$ cat src/rtl/sr_reg_bank.sv
// sr_reg_bank: clocked bank of WIDTH set/reset flags with optional input
// synchronisers, a selectable set/reset collision policy, edge pulses,
// sticky per-channel conflict flags and a registered population count.
//
// Ports:
//   clk      rising-edge clock
//   rst      asynchronous reset, active-high
//   en       global update enable (sampled directly, not synchronised)
//   s, r     per-channel set / reset requests (WIDTH)
//   clr_err  clears all conflict bits
//   q, q_    flag state and its complement (WIDTH)
//   rise     one-cycle pulse on a q 0->1 change (WIDTH)
//   fall     one-cycle pulse on a q 1->0 change (WIDTH)
//   conflict sticky: s and r resolved high together while en was high
//   cnt      registered popcount of q, one cycle behind q

// Per-channel slice: synchroniser chains, flag, delayed flag, conflict bit.
module sr_reg_bank_lane #(
  parameter int   MODE        = 0,
  parameter int   SYNC_STAGES = 2,
  parameter logic INIT_BIT    = 1'b0
) (
  input  logic clk,
  input  logic rst,
  input  logic en_i,
  input  logic s_i,
  input  logic r_i,
  input  logic clr_err_i,
  output logic q_o,
  output logic qd_o,
  output logic conflict_o
);
  logic ss, rs;
  logic q_q, q_d, qd_q;
  logic conflict_q, conflict_d;

  generate
    if (SYNC_STAGES == 0) begin : g_nosync
      assign ss = s_i;
      assign rs = r_i;
    end else begin : g_sync
      logic [SYNC_STAGES-1:0] s_sync_q, r_sync_q;
      // Chains shift every cycle regardless of en.
      always_ff @(posedge clk or posedge rst) begin
        if (rst) begin
          s_sync_q <= '0;
          r_sync_q <= '0;
        end else begin
          s_sync_q[0] <= s_i;
          r_sync_q[0] <= r_i;
          for (int k = 1; k < SYNC_STAGES; k++) begin
            s_sync_q[k] <= s_sync_q[k-1];
            r_sync_q[k] <= r_sync_q[k-1];
          end
        end
      end
      assign ss = s_sync_q[SYNC_STAGES-1];
      assign rs = r_sync_q[SYNC_STAGES-1];
    end
  endgenerate

  always_comb begin
    q_d = q_q;
    if (en_i) begin
      unique case ({ss, rs})
        2'b10:   q_d = 1'b1;
        2'b01:   q_d = 1'b0;
        2'b11: begin
          case (MODE)
            0:       q_d = 1'b1;
            1:       q_d = 1'b0;
            2:       q_d = q_q;
            default: q_d = ~q_q;
          endcase
        end
        default: q_d = q_q;
      endcase
    end
  end

  // A fresh collision outranks a same-cycle clear.
  assign conflict_d = (en_i & ss & rs) | (conflict_q & ~clr_err_i);

  always_ff @(posedge clk or posedge rst) begin
    if (rst) begin
      q_q        <= INIT_BIT;
      qd_q       <= INIT_BIT;
      conflict_q <= 1'b0;
    end else begin
      q_q        <= q_d;
      qd_q       <= q_q;
      conflict_q <= conflict_d;
    end
  end

  assign q_o        = q_q;
  assign qd_o       = qd_q;
  assign conflict_o = conflict_q;
endmodule

module sr_reg_bank #(
  parameter int               WIDTH       = 8,
  parameter int               MODE        = 0,
  parameter int               SYNC_STAGES = 2,
  parameter logic [WIDTH-1:0] INIT        = '0
) (
  input  logic                       clk,
  input  logic                       rst,
  input  logic                       en,
  input  logic [WIDTH-1:0]           s,
  input  logic [WIDTH-1:0]           r,
  input  logic                       clr_err,
  output logic [WIDTH-1:0]           q,
  output logic [WIDTH-1:0]           q_,
  output logic [WIDTH-1:0]           rise,
  output logic [WIDTH-1:0]           fall,
  output logic [WIDTH-1:0]           conflict,
  output logic [$clog2(WIDTH+1)-1:0] cnt
);
  localparam int CW = $clog2(WIDTH+1);

  logic [WIDTH-1:0] q_q, qd_q;
  logic [CW-1:0]    cnt_q, cnt_d;

  function automatic logic [CW-1:0] popcount(input logic [WIDTH-1:0] v);
    logic [CW-1:0] sum;
    sum = '0;
    for (int i = 0; i < WIDTH; i++) sum = sum + CW'(v[i]);
    return sum;
  endfunction

  generate
    for (genvar i = 0; i < WIDTH; i++) begin : g_lane
      sr_reg_bank_lane #(
        .MODE        (MODE),
        .SYNC_STAGES (SYNC_STAGES),
        .INIT_BIT    (INIT[i])
      ) u_lane (
        .clk        (clk),
        .rst        (rst),
        .en_i       (en),
        .s_i        (s[i]),
        .r_i        (r[i]),
        .clr_err_i  (clr_err),
        .q_o        (q_q[i]),
        .qd_o       (qd_q[i]),
        .conflict_o (conflict[i])
      );
    end
  endgenerate

  assign cnt_d = popcount(q_q);

  always_ff @(posedge clk or posedge rst) begin
    if (rst) cnt_q <= popcount(INIT);
    else     cnt_q <= cnt_d;
  end

  // Complement is derived, never stored, so it tracks q even in reset.
  assign q    = q_q;
  assign q_   = ~q_q;
  assign rise = q_q & ~qd_q;
  assign fall = ~q_q & qd_q;
  assign cnt  = cnt_q;
endmodule

$ cat config.mk
export PLATFORM = sky130hd
export DESIGN_NAME = sr_reg_bank
export DESIGN_NICKNAME = d
export VERILOG_FILES = /design/src/rtl/sr_reg_bank.sv
export SDC_FILE = /design/constraint.sdc
export NUM_CORES = 1
export LEC_CHECK = 0
export CORE_ASPECT_RATIO = 2
export CORE_MARGIN = 4
export CORE_UTILIZATION = 40
export DETAILED_ROUTE_END_ITERATION = 10
export PLACE_DENSITY = 0.82
export SYNTH_ARGS = -nofsm -noshare
export SYNTH_HDL_FRONTEND = slang
export SYNTH_HIERARCHICAL = 1
export SYNTH_SLANG_ARGS = --single-unit
export TNS_END_PERCENT = 10
$ cat constraint.sdc
create_clock -name clk -period 7.9 [get_ports clk]
set_input_delay 1.185 -clock clk [delete_from_list [all_inputs] [get_ports clk]]
set_output_delay 1.185 -clock clk [all_outputs]
set_load 0.05 [all_outputs]
==> flow_metrics.py <==
metrics = {
    "floorplan": {
        "boundaryPins": 64,
        "rows": 36,
        "die_h_um": 109,
        "die-area_um2": 6370,
        "fp.coreArea_um2": 4910,
        "start_util_pct": 41.5,
        "fp.dieW_um": 58.5,
    },
    "setup_path": {
        "crit_family": "buffers and inverters",
        "start_kind": "flip-flop",
        "crit_required_ns": 6.71,
        "slowest_delay_ns": 0.81,
        "crit_slowest_cell": "clkdlybuf4s50_1",
        "cp_num_buf_inv": 2,
        "path_cells": "inv_2 -> nor2_2 -> clkdlybuf4s50_1",
        "arrival_ns": 1.77,
        "path_max_fanout": 5,
        "endpoint_kind": "primary output",
        "rrSetupSlack_ns": 5.00,
        "crit_type": "flip-flop to primary output",
    },
    "logic_synthesis": {
        "syn_area_um2": 2040,
        "synth-seq-cells": 60,
        "yosys_warnings": 6,
        "synth-seq-area-share_pct": 73.6,
        "syn_inst": 150,
        "syn_avg_cell_area_um2": 13.6,
        "synth_nets": 177,
        "ys_types": 13,
    },
    "power": {
        "p_leak_nw": 1.35,
        "pwr_density_cell_nw_per_um2": 302,
        "pwr-share-comb_pct": 30.5,
        "ir_drop_mv": 0.191,
        "p_sw_share_pct": 34.0,
        "switchingPower_mw": 0.301,
        "p_total_mw": 0.884,
        "power_frac_clock_pct": 29.2,
        "pwr-share-seq_pct": 40.3,
        "internal-power_mw": 0.583,
    },
    "global_route": {
        "overflow": 0,
        "grt_pass1_vias": 1339,
        "grt_max_degree": 25,
        "top_usage_layer": "met2",
        "antenna_found_initial": 0,
        "grt_pass1_wl_mm": 6.33,
        "groute.usage.overall_pct": 14.3,
        "grt_use_met1_pct": 14.7,
        "use_met3_pct": 5.33,
        "grtUsageMet2_pct": 23.5,
    },
    "layout": {
        "fill_cells": 405,
        "layout-drive-gt1-share_pct": 13.6,
        "diodes": 0,
        "nets": 251,
        "final_cell_mix": "63 x clkdlybuf4s50_1, 60 x dfrtp_1, 24 x inv_1",
        "syn2layout_area_growth_pct": 43.7,
        "mostFrequentLayoutCell": "clkdlybuf4s50_1",
        "post-route-util_pct": 59.7,
    },
    "timing": {
        "slew_headroom_pct": 43.5,
        "finalSetupViolCount": 0,
        "layout_setup_ws_ns": 4.94,
        "skew_ns": 0.00515,
        "hold_viol": 0,
        "grt_setup_unrepaired": "false",
        "layout_min_cycle_time_ns": 2.96,
        "fin_tns_setup_ns": 0,
        "tightest_slew_ns": 0.845,
        "maxSlewViolCount": 0,
        "fmax_mhz": 338,
        "fin_crit_sh_pct": 37.4,
    },
    "worst_hold_path": {
        "min_path_type": "flip-flop to flip-flop",
    },
    "clocking": {
        "numCtsBuffers": 9,
        "cts.htree.levels": 3,
        "cts_buffer_depth": 2,
        "post_cts_resize_count": 0,
        "root_buffer": "clkbuf_8",
        "cts_setup_buffers": 0,
        "clk_pin_slew_ns": 0.06,
        "clk_latency_ns": 0.32,
        "clock-sinks": 60,
        "hold_buffers": 0,
        "tritoncts": "built",
    },
    "drt": {
        "drc": 0,
        "routed_wl_mm": 4.01,
        "drt-wirelength-per-cell_um": 14.1,
        "ant_nets": 0,
        "first_pass_iters": 4,
        "viasPerCell": 4.57,
        "vias": 1303,
        "first_iter_violations": 35,
    },
    "placement": {
        "dpl.hpwl_mm": 3.05,
        "portBuffers": 63,
        "globalplace.congestion": 0.746,
        "place_ws_ns": 5.01,
    },
    "status": {
        "status": "finished clean",
    },
    "job": {
        "drv_cap": 0,
    },
}
==> path summary, 6_finish.rpt <==
path,cells after the start,end,start
max,3,rise[5],g_lane[5].u_lane/q_o
min,0,g_lane[1].u_lane/g_sync.r_sync_q[1],g_lane[1].u_lane/g_sync.r_sync_q[0]
max reg2reg,9,cnt[2],g_lane[0].u_lane/q_o
min reg2reg,0,g_lane[1].u_lane/g_sync.r_sync_q[1],g_lane[1].u_lane/g_sync.r_sync_q[0]
max in group asynchronous,2,g_lane[6].u_lane/g_sync.s_sync_q[1],rst
min in group asynchronous,2,cnt[0],rst
==> sequential cells by signal (all words and copies together) (netlist names) <==
register,count
g_lane.u_lane/g_sync.r_sync_q,16
g_lane.u_lane/g_sync.s_sync_q,16
g_lane.u_lane/conflict_o,8
g_lane.u_lane/q_o,8
g_lane.u_lane/qd_o,8
cnt,4
==> power groups by stage <==
stage,Combinational [mW],Clock (mW),Sequential (mW)
after floorplan,0.115,0,0.422
after global placement,0.264,0,0.360
after detailed placement,0.272,0,0.363
after CTS,0.274,0.268,0.357
after global routing,0.287,0.280,0.360
final,0.270,0.258,0.357
==> cell usage after synthesis <==
cell type / n / share of area [%]
dfrtp_1: 60 / 74
inv_1: 24 / 4.4
nor2b_1: 9 / 2.8
a22o_1: 8 / 3.4
inv_2: 8 / 1.5
nand2_1: 8 / 1.5
nand3_1: 8 / 2.0
nor2_2: 8 / 2.5
o21ai_0: 8 / 2.0
fa_1: 4 / 3.9
ha_1: 3 / 1.8
a21oi_1: 1 / 0.25
xnor2_1: 1 / 0.43
==> metal layers <==
layer / wire length (um) / up-vias
li1: - / 612
met1: 1490 / 633
met2: 2130 / 52
met3: 301 / 6
met4: 87 / 0
met5: 0 / -
==> cell type report <==
type | count | area (um2) | share of cell area, %
sequential | 60 | 1500 | 51.2
clock buffer | 10 | 138 | 4.69
timing repair buffer | 63 | 631 | 21.5
tap | 57 | 71.3 | 2.43
clock inverter | 5 | 52.6 | 1.79
inverter | 32 | 120 | 4.10
multi-input combinational | 58 | 418 | 14.3
==> stage by stage <==
stage                     hold slack [ns]  cell area, um2  std cells
after CTS                           0.348            2930        285
final                               0.345            2930        285
after detailed placement            0.335            2740        270
after floorplan                     0.331            2040        150
after global routing                0.354            2930        285
after global placement              0.331            2740        270
==> cells by family (layout without fill, tap and decap cells) <==
logic type	after synthesis	in the layout	synth area share [%]
AOI/OAI and AO/OA	17	17	5.64
xor gates and xnor gates	1	1	0.430
adders and majority gates	7	7	5.77
buffers and inverters	32	110	5.89
DFF	60	60	73.6
and+or+nand+nor	33	33	8.65
No activity file was read; power rests on OpenSTA's default activity.
